===== src/rtl/dl_symb_pkg.sv =====
// Shared downlink symbol packet constants: sync byte, header/payload bit
// positions, legal payload length and the receive state encoding.
package dl_symb_pkg;

    localparam logic [7:0]  SYNC      = 8'hA5;
    localparam int unsigned MAX_WORDS = 96;

    localparam int unsigned LEN_W  = 7;
    localparam int unsigned SAMP_W = 14;

    // Header word bit positions (LSB of each field)
    localparam int unsigned HDR_SYNC_LSB  = 56;
    localparam int unsigned HDR_CH_LSB    = 52;
    localparam int unsigned HDR_CELL_LSB  = 51;
    localparam int unsigned HDR_ANT_LSB   = 49;
    localparam int unsigned HDR_SLOT_LSB  = 42;
    localparam int unsigned HDR_SYMB_LSB  = 38;
    localparam int unsigned HDR_PRB_LSB   = 29;
    localparam int unsigned HDR_INFO_LSB  = 21;
    localparam int unsigned HDR_SHIFT_LSB = 17;
    localparam int unsigned HDR_LEN_LSB   = 10;

    // Payload word bit positions (LSB of each 14-bit sample)
    localparam int unsigned PL_I0_LSB = 46;
    localparam int unsigned PL_Q0_LSB = 32;
    localparam int unsigned PL_I1_LSB = 14;
    localparam int unsigned PL_Q1_LSB = 0;

    typedef enum logic {
        HUNT    = 1'b0,
        PAYLOAD = 1'b1
    } state_t;

    // Field order matches header bits [55:17] so a straight slice casts in
    typedef struct packed {
        logic [3:0] ch_type;
        logic       cell_idx;
        logic [1:0] ant_idx;
        logic [6:0] slot_idx;
        logic [3:0] symb_idx;
        logic [8:0] prb_idx;
        logic [7:0] info;
        logic [3:0] shift;
    } hdr_t;

    function automatic logic len_legal(input logic [LEN_W-1:0] len);
        return (len != '0) && (32'(len) <= MAX_WORDS);
    endfunction

endpackage


===== src/rtl/dl_symb_bfp_expand.sv =====
// Block-floating-point expander: 14-bit two's complement sample shifted
// left by the packet exponent and saturated to signed 16 bits.
module dl_symb_bfp_expand
    import dl_symb_pkg::*;
(
    input  logic [SAMP_W-1:0] i_samp,
    input  logic [3:0]        i_shift,
    output logic [15:0]       o_samp
);

    logic signed [31:0] w_wide;
    logic signed [31:0] w_shifted;

    // 32 bits holds the worst case 2^13 << 15 without overflow
    assign w_wide    = {{(32-SAMP_W){i_samp[SAMP_W-1]}}, i_samp};
    assign w_shifted = w_wide <<< i_shift;

    // Clamp the widened result into the signed 16-bit range
    always_comb begin
        if (w_shifted > 32'sd32767) begin
            o_samp = 16'h7FFF;
        end else if (w_shifted < -32'sd32768) begin
            o_samp = 16'h8000;
        end else begin
            o_samp = w_shifted[15:0];
        end
    end

endmodule


===== src/rtl/dl_symb_depkg.sv =====
// Downlink symbol depacketiser: hunts CPRI words for headers, captures the
// packet metadata and expands BFP payload into two 16-bit I/Q REs per beat.
module dl_symb_depkg
    import dl_symb_pkg::*;
(
    input  logic        clk,
    input  logic        rst_n,
    input  logic        i_iq_rx_valid,
    input  logic [63:0] i_iq_rx_data,
    output logic        o_vld,
    output logic        o_sop,
    output logic        o_eop,
    output logic [31:0] o_re0,
    output logic [31:0] o_re1,
    output logic [3:0]  o_ch_type,
    output logic        o_cell_idx,
    output logic [1:0]  o_ant_idx,
    output logic [6:0]  o_slot_idx,
    output logic [3:0]  o_symb_idx,
    output logic [8:0]  o_prb_idx,
    output logic [7:0]  o_info,
    output logic [3:0]  o_shift,
    output logic        o_hdr_err,
    output logic [15:0] o_drop_cnt
);

    state_t            r_state;
    logic [LEN_W-1:0]  r_cnt;
    logic              r_first;
    hdr_t              r_hdr;
    logic              r_hdr_err;
    logic [15:0]       r_drop_cnt;

    // Stage 1: parsed payload beat plus the metadata of its packet
    logic              r_s1_vld;
    logic              r_s1_sop;
    logic              r_s1_eop;
    logic [SAMP_W-1:0] r_s1_i0, r_s1_q0, r_s1_i1, r_s1_q1;
    hdr_t              r_s1_hdr;

    // Stage 2: registered outputs
    logic              r_vld, r_sop, r_eop;
    logic [31:0]       r_re0, r_re1;
    hdr_t              r_out_hdr;

    logic              w_sync_hit;
    logic              w_len_ok;
    logic [15:0]       w_i0, w_q0, w_i1, w_q1;

    assign w_sync_hit = (i_iq_rx_data[HDR_SYNC_LSB +: 8] == SYNC);
    assign w_len_ok   = len_legal(i_iq_rx_data[HDR_LEN_LSB +: LEN_W]);

    // Header hunt / payload count FSM, also captures stage-1 payload beats
    always_ff @(posedge clk or negedge rst_n) begin
        if (!rst_n) begin
            r_state    <= HUNT;
            r_cnt      <= '0;
            r_first    <= 1'b0;
            r_hdr      <= '0;
            r_hdr_err  <= 1'b0;
            r_drop_cnt <= '0;
            r_s1_vld   <= 1'b0;
            r_s1_sop   <= 1'b0;
            r_s1_eop   <= 1'b0;
            r_s1_i0    <= '0;
            r_s1_q0    <= '0;
            r_s1_i1    <= '0;
            r_s1_q1    <= '0;
            r_s1_hdr   <= '0;
        end else begin
            r_hdr_err <= 1'b0;
            r_s1_vld  <= 1'b0;
            r_s1_sop  <= 1'b0;
            r_s1_eop  <= 1'b0;
            if (i_iq_rx_valid) begin
                case (r_state)
                    HUNT: begin
                        if (w_sync_hit && w_len_ok) begin
                            r_hdr   <= hdr_t'(i_iq_rx_data[HDR_CH_LSB+3 : HDR_SHIFT_LSB]);
                            r_cnt   <= i_iq_rx_data[HDR_LEN_LSB +: LEN_W];
                            r_first <= 1'b1;
                            r_state <= PAYLOAD;
                        end else if (w_sync_hit) begin
                            r_hdr_err <= 1'b1;
                        end else if (r_drop_cnt != 16'hFFFF) begin
                            r_drop_cnt <= r_drop_cnt + 16'd1;
                        end
                    end
                    PAYLOAD: begin
                        r_s1_vld <= 1'b1;
                        r_s1_sop <= r_first;
                        r_s1_eop <= (r_cnt == LEN_W'(1));
                        r_s1_i0  <= i_iq_rx_data[PL_I0_LSB +: SAMP_W];
                        r_s1_q0  <= i_iq_rx_data[PL_Q0_LSB +: SAMP_W];
                        r_s1_i1  <= i_iq_rx_data[PL_I1_LSB +: SAMP_W];
                        r_s1_q1  <= i_iq_rx_data[PL_Q1_LSB +: SAMP_W];
                        // Metadata rides with each beat so a following header
                        // cannot disturb the packet still in flight
                        r_s1_hdr <= r_hdr;
                        r_first  <= 1'b0;
                        r_cnt    <= r_cnt - LEN_W'(1);
                        if (r_cnt == LEN_W'(1)) begin
                            r_state <= HUNT;
                        end
                    end
                    default: r_state <= HUNT;
                endcase
            end
        end
    end

    dl_symb_bfp_expand u_exp_i0 (.i_samp(r_s1_i0), .i_shift(r_s1_hdr.shift), .o_samp(w_i0));
    dl_symb_bfp_expand u_exp_q0 (.i_samp(r_s1_q0), .i_shift(r_s1_hdr.shift), .o_samp(w_q0));
    dl_symb_bfp_expand u_exp_i1 (.i_samp(r_s1_i1), .i_shift(r_s1_hdr.shift), .o_samp(w_i1));
    dl_symb_bfp_expand u_exp_q1 (.i_samp(r_s1_q1), .i_shift(r_s1_hdr.shift), .o_samp(w_q1));

    // Stage 2: register expanded REs; header fields switch only on sop
    always_ff @(posedge clk or negedge rst_n) begin
        if (!rst_n) begin
            r_vld     <= 1'b0;
            r_sop     <= 1'b0;
            r_eop     <= 1'b0;
            r_re0     <= '0;
            r_re1     <= '0;
            r_out_hdr <= '0;
        end else begin
            r_vld <= r_s1_vld;
            r_sop <= r_s1_sop;
            r_eop <= r_s1_eop;
            if (r_s1_vld) begin
                r_re0 <= {w_i0, w_q0};
                r_re1 <= {w_i1, w_q1};
            end
            if (r_s1_sop) begin
                r_out_hdr <= r_s1_hdr;
            end
        end
    end

    assign o_vld      = r_vld;
    assign o_sop      = r_sop;
    assign o_eop      = r_eop;
    assign o_re0      = r_re0;
    assign o_re1      = r_re1;
    assign o_ch_type  = r_out_hdr.ch_type;
    assign o_cell_idx = r_out_hdr.cell_idx;
    assign o_ant_idx  = r_out_hdr.ant_idx;
    assign o_slot_idx = r_out_hdr.slot_idx;
    assign o_symb_idx = r_out_hdr.symb_idx;
    assign o_prb_idx  = r_out_hdr.prb_idx;
    assign o_info     = r_out_hdr.info;
    assign o_shift    = r_out_hdr.shift;
    assign o_hdr_err  = r_hdr_err;
    assign o_drop_cnt = r_drop_cnt;

endmodule


===== config.mk =====
export PLATFORM = sky130hd
export DESIGN_NAME = dl_symb_depkg
export DESIGN_NICKNAME = d
export VERILOG_FILES = /design/src/rtl/dl_symb_pkg.sv /design/src/rtl/dl_symb_bfp_expand.sv /design/src/rtl/dl_symb_depkg.sv
export SDC_FILE = /design/constraint.sdc
export NUM_CORES = 1
export LEC_CHECK = 0
export ABC_AREA = 1
export BUFFER_PORTS_ARGS = -buffer_cell sky130_fd_sc_hd__clkbuf_2
export CAP_MARGIN = 40
export CORE_UTILIZATION = 44
export CTS_BUF_LIST = sky130_fd_sc_hd__clkbuf_8
export CTS_CLUSTER_DIAMETER = 60
export CTS_CLUSTER_SIZE = 30
export DETAILED_ROUTE_END_ITERATION = 10
export GPL_TIMING_DRIVEN = 0
export HOLD_SLACK_MARGIN = 0.02
export PLACE_DENSITY = 0.65
export SLEW_MARGIN = 0
export SYNTH_ARGS = -nofsm -noshare
export SYNTH_HDL_FRONTEND = slang
export SYNTH_SLANG_ARGS = --single-unit

===== constraint.sdc =====
create_clock -name clk -period 5.1 [get_ports clk]
set_input_delay 0.51 -clock clk [delete_from_list [all_inputs] [get_ports clk]]
set_output_delay 0.51 -clock clk [all_outputs]
set_load 0.1 [all_outputs]

# Yosys cells after proc, flatten, opt, wreduce, memory -nomap -nowiden
# Index checks and enable logic that the tools add are counted.
[totals] regBits=269 inputBits=67 out_inout_bits=123 elab_cells=95
[classes] addsub=2 n_lt_le_gt_ge=9 eq_ne=4 shift=4 mux=25 bitwise_logic=3 reduce_logical=7
[op_table] op="greater-than comparator 32 x 16 -> 1 bit (second input constant)" count=4
[op_table] op="less-than comparator 32 x 16 -> 1 bit (second input constant)" count=4
[op_table] op="two-way mux 16 bit" count=8
[op_table] op="<<< shifter 14 x 4 -> 32 bit" count=4
[op_table] op="adder 16 x 1 -> 16 bit (second input constant)" count=1
[op_table] op="!= test 16 bit (second input constant)" count=1
[op_table] op="case mux 7 bit (2 select lines)" count=1
[op_table] op="two-way mux 1 bit" count=13
[op_table] op="== test 8 bit (second input constant)" count=1
[op_table] op="== test 7 x 1 -> 1 bit (second input constant)" count=1
[op_table] op="<= comparator 7 bit (second input constant)" count=1
[op_table] op="two-way mux 7 bit" count=1
[op_table] op="nonzero test 7 bit" count=1
[op_table] op="subtractor 7 x 1 -> 7 bit (second input constant)" count=1
[op_table] op="AND reduction 5 bit" count=1
[op_table] op="case mux 1 bit (2 select lines)" count=2
[op_table] op="AND reduction 2 bit" count=2
[op_table] op="NOT 1 bit" count=3
[op_table] op="AND reduction 3 bit" count=1
[op_table] op="logical AND 1 bit" count=2
[op_table] op="!= test 2 bit (second input constant)" count=1

# Longest topological paths before layout
[logic_depth] word_depth=6 depth_mapped=19 ltp_nobuf=17

# Cells and area by module
# Synthesis repeated with hierarchy kept, for this count alone.
[unflattened] hier_cells=1992 hier_area_um2=14940.6
[by_module_without_submodules] mod="dl_symb_depkg" n_inst=1 cells_per_inst=1052 area_each_um2=10796.6 seq_area_each_um2=6731.5
[by_module_without_submodules] mod="dl_symb_bfp_expand" n_inst=4 cells_per_inst=235 area_each_um2=1036.0 seq_area_each_um2=0.0

# Worst setup path after synthesis
# OpenSTA, ideal clock, no wires.
[synth_timing] kind="flip-flop to flip-flop" start="reg r_drop_cnt[0] (netlist: o_drop_cnt[0])" end="reg r_drop_cnt[15] (netlist: o_drop_cnt[15])" setup_ps=162 arrival_ps=2260 required_ps=4938 slack_ps=2678 path_stages_with_launch=12 n_path_buf=0 period_less_slack_ps=2422 cell_sequence="dfrtp_1 -> ha_1 -> nand3_1 -> nor2_1 -> nand2_1 -> nand2_1 -> nor2_1 -> nand2_1 -> nor2_1 -> nand2_1 -> nor2_1 -> xor2_1"
[synth_between] elab_chain_len=2 word_cells_on_any_way=3 classes_between="add/sub: 1; eq/ne: 1; reduce/logical: 1"
[synth_rtl] item="start, declared" line="dl_symb_depkg.sv:32" source="logic [15:0] r_drop_cnt;"
[synth_rtl] item="start signal, assigned" line="dl_symb_depkg.sv:86" source="r_drop_cnt <= r_drop_cnt + 16'd1;"
[synth_rtl] item="parallel branches: the longest is 2 deep, another holds adder 16 x 1 -> 16 bit"
# Several ways; the timed one is not identified.
# A chain may end at the register's enable or synchronous reset.

# Final worst setup path
[layout_timing] start="reg r_s1_hdr[1] (netlist bit)" end="reg r_re0[8] (netlist: o_re0[8])"
[layout_between] elab_chain_len=4 word_cells_on_any_way=5 classes_between="order compare: 2; shift: 1; mux: 2"
[layout_rtl] item="start, declared" line="dl_symb_depkg.sv:39" source="hdr_t r_s1_hdr;"
[layout_rtl] item="start signal, assigned" line="dl_symb_depkg.sv:99" source="r_s1_hdr <= r_hdr;"
[layout_rtl] item="<<< shifter 14 x 4 -> 32 bit *" line="dl_symb_bfp_expand.sv:16" source="assign w_shifted = w_wide <<< i_shift;"
[layout_rtl] item="less-than comparator 32 x 16 -> 1 bit" line="dl_symb_bfp_expand.sv:22" source="end else if (w_shifted < -32'sd32768) begin"
[layout_rtl] item="two-way mux 16 bit" line="dl_symb_bfp_expand.sv:22"
[layout_rtl] item="two-way mux 16 bit *" line="dl_symb_bfp_expand.sv:20" source="if (w_shifted > 32'sd32767) begin"
[layout_rtl] item="end signal, assigned" line="dl_symb_depkg.sv:131" source="r_re0 <= {w_i0, w_q0};"
[layout_rtl] item="end, declared" line="dl_symb_depkg.sv:43" source="logic [31:0] r_re0, r_re1;"
# Mark *: on every way between the ends. The rest lies on a longest branch, timed or not.

==> results.json <==
{
  "clk_latency_ps": 620,
  "avgSynthCellArea_um2": 7.513,
  "dp_cells": 2462,
  "cts_max_path_buffers": 3,
  "seq_area_frac_synth_pct": 47.94,
  "yosys-top-cells-area": "dfrtp_1, nand2_1, nand3_1",
  "p_seq_share_pct": 32.7,
  "required_ps": 5640,
  "cp_max_fo": 10,
  "vias": 13223,
  "hold-worst-slack_ps": 80.40,
  "violations": "design-rule violations",
  "finClkSkew_ps": 27.72,
  "cts_tree": "yes",
  "root_buffer": "clkbuf_8",
  "antenna_left": 0,
  "syn-cell-area_um2": 14040,
  "max_freq_mhz": 381.8,
  "grt_pass1_vias": 12545,
  "h-tree-depth": 1,
  "dp_hpwl_um": 34650,
  "p_int_mw": 4.286,
  "start_util_pct": 44.61,
  "worstMarginPinSlew_ps": 866.1,
  "finalNonFillerCells": 2505,
  "gp_routability_congestion": 0.9756,
  "grt_max_degree": 104,
  "grt_usage_pct": 27.57,
  "cts_resized": 0,
  "period_needed_ps": 2619,
  "syn_to_final_growth_pct": 15.43,
  "nNetsFinal": 2156,
  "synth_top_cell_by_area": "dfrtp_1",
  "cp-start-kind": "flop",
  "arrival_ps": 3160,
  "vdd_drop_max_uv": 326.8,
  "n_fill_cell": 3192,
  "vias_per_cell": 5.279,
  "cap_violations": 0,
  "cts_made_buffers": 23,
  "path_clk_slew_ps": 120,
  "yosysUniqueCellTypes": 34,
  "synth_cells": 1869,
  "synth_top_cell_area_share_pct": 47.94,
  "hold_path_class": "in2reg",
  "p_sw_mw": 5.121,
  "coreArea_um2": 31470,
  "drc": 2,
  "wl_um": 44640,
  "ys_ff_latch": 269,
  "cts.sinks": 269,
  "min_period_over_period_pct": 51.36,
  "antenna_found_initial": 1,
  "grt_pass1_wl_um": 70830,
  "switching_share_pct": 54.43,
  "pin_count": 190,
  "die_h_um": 180.6,
  "pwr-share-clk_pct": 16.6,
  "ff_latch_area_um2": 6731,
  "setup_viol": 0,
  "cts_setup_buffers": 0,
  "drt_iter0_markers": 1196,
  "power.density_nw_per_um2": 580.4,
  "combPwrFrac_pct": 50.7,
  "syn_nets": 1939,
  "yosys_warnings": 0,
  "status": "finished, violations left",
  "finalMaxSlewViolations": 0,
  "total_power_mw": 9.407,
  "critPathCaptureType": "flop",
  "dieArea_um2": 32630,
  "multi_input_area_um2": 6410,
  "place.port_buffers": 189,
  "grt_overflow": 0,
  "power_leakage_nw": 8.503,
  "relSlewSlack_pct": 42.26,
  "first_pass_iters": 11,
  "wl_per_cell_um": 17.82,
  "rsz0062_at_grt": "no",
  "dieWidth_um": 180.6,
  "layout-drive-gt1-share_pct": 16.12,
  "crit_type": "reg2reg",
  "diodes": 0,
  "rows": 65,
  "ctsHoldBuffers": 1,
  "finalHoldViolCount": 0
}
[cell usage after synthesis, drive strengths merged]
master / instances
a21o: 1
a21oi: 65
a22o: 2
a31oi: 18
and2: 1
buf: 59
clkbuf: 50
clkinv: 2
dfrtp: 269
ha: 3
inv: 88
mux2: 40
nand2: 720
nand3: 241
nand4: 11
nor2: 147
nor3: 6
nor4: 3
o21ai: 124
o221ai: 1
o31ai: 3
xnor2: 5
xor2: 10
[metrics by stage]
step / TNS [ps] / utilization [%] / setup WS (ps) / area, µm²
after floorplan: 0 / - / 2678 / 14040
after global placement: -541850 / 49.21 / -2066 / 15490
after detailed placement: 0 / 49.42 / 2368 / 15550
after CTS: 0 / 51.50 / 2541 / 16210
after global routing: 0 / 51.50 / 2335 / 16210
final: 0 / 51.50 / 2481 / 16210
[area by class of cell]
type | instances | area share [%]
multi-input combinational | 1401 | 39.55
buffer | 109 | 3.435
clock inverter | 19 | 2.023
clock buffer | 23 | 1.953
sequential | 269 | 41.53
inverter | 90 | 2.115
tap | 402 | 3.103
timing repair buffer | 192 | 6.292
[final timing paths]
kind                                               from                         to  slack [ps]  cells after the start
worst max-delay path            r_s1_hdr[1]$_DFFE_PN0P_       o_re0[8]$_DFFE_PN0P_        2480                     10
worst min-delay path                    i_iq_rx_data[2]     r_s1_q1[2]$_DFFE_PN0P_          80                      3
worst max register to register  r_s1_hdr[1]$_DFFE_PN0P_       o_re0[8]$_DFFE_PN0P_        2480                     10
worst min register to register       r_s1_eop$_DFF_PN0_            o_eop$_DFF_PN0_         360                      0
max in group asynchronous                         rst_n  o_drop_cnt[9]$_DFFE_PN0P_        3260                      4
min in group asynchronous                         rst_n      o_re1[10]$_DFFE_PN0P_         440                      2
[sequential cells by signal, summed over array words and instances, names as in the netlist, 7 cells and up]
signal,cells
o_re0,32
o_info,8
r_s1_i1,14
o_drop_cnt,16
r_s1_q1,14
o_prb_idx,9
o_re1,32
r_s1_i0,14
o_slot_idx,7
r_s1_hdr,39
r_s1_q0,14
r_cnt,7
r_hdr,39
[worst max-delay path, cell delays in order (launching register included)]
cell and delay [ps]:
dfrtp_1 390, buf_6 130, inv_2 60, buf_2 260, buf_1 670, nand3_1 260
nor2_1 270, nor2_1 60, a31oi_1 210, nand2_1 90, a21oi_1 130
[cells by family after synthesis]
kind of cell / count (synthesis) / synth area share (%)
xor gates and xnor gates: 15 / 0.9356
muxes: 40 / 3.208
buffers and inverters: 199 / 6.407
AOI/OAI and AO/OA: 214 / 8.448
adders and majority gates: 3 / 0.2674
DFF: 269 / 47.94
and+or+nand+nor: 1129 / 32.79
[cells in the final DEF, fill, tap and decap left out, types with 11 or more instances in the layout]
cell type	synthesis	routed
a21oi_1	52	52
a31oi_1	18	18
buf_1	16	16
buf_2	22	22
buf_4	11	11
clkbuf_1	50	50
clkbuf_2	0	188
clkbuf_8	0	24
dfrtp_1	269	269
inv_1	85	85
mux2_2	40	40
nand2_1	714	714
nand3_1	240	240
nand4_1	11	11
nor2_1	147	147
o21ai_0	121	121
[power by group through the flow]
stage,Sequential (mW),Combinational (mW),Clock (mW)
2_1_floorplan,4.68,2.03,0
3_3_place_gp,3.10,4.69,0
3_5_place_dp,3.11,4.73,0
4_1_cts,3.07,4.75,1.61
5_1_grt,3.14,5.19,1.69
6_report,3.08,4.77,1.56
[per-layer routing]
metal,vias to the layer above,global-route usage [%],wire length (µm)
met5,-,0,13
met2,460,43.23,19840
li1,6463,-,-
met1,6240,40.03,21120
met4,2,7.077,880
met3,58,3.840,2776
Power figures use the tool's default switching activity.
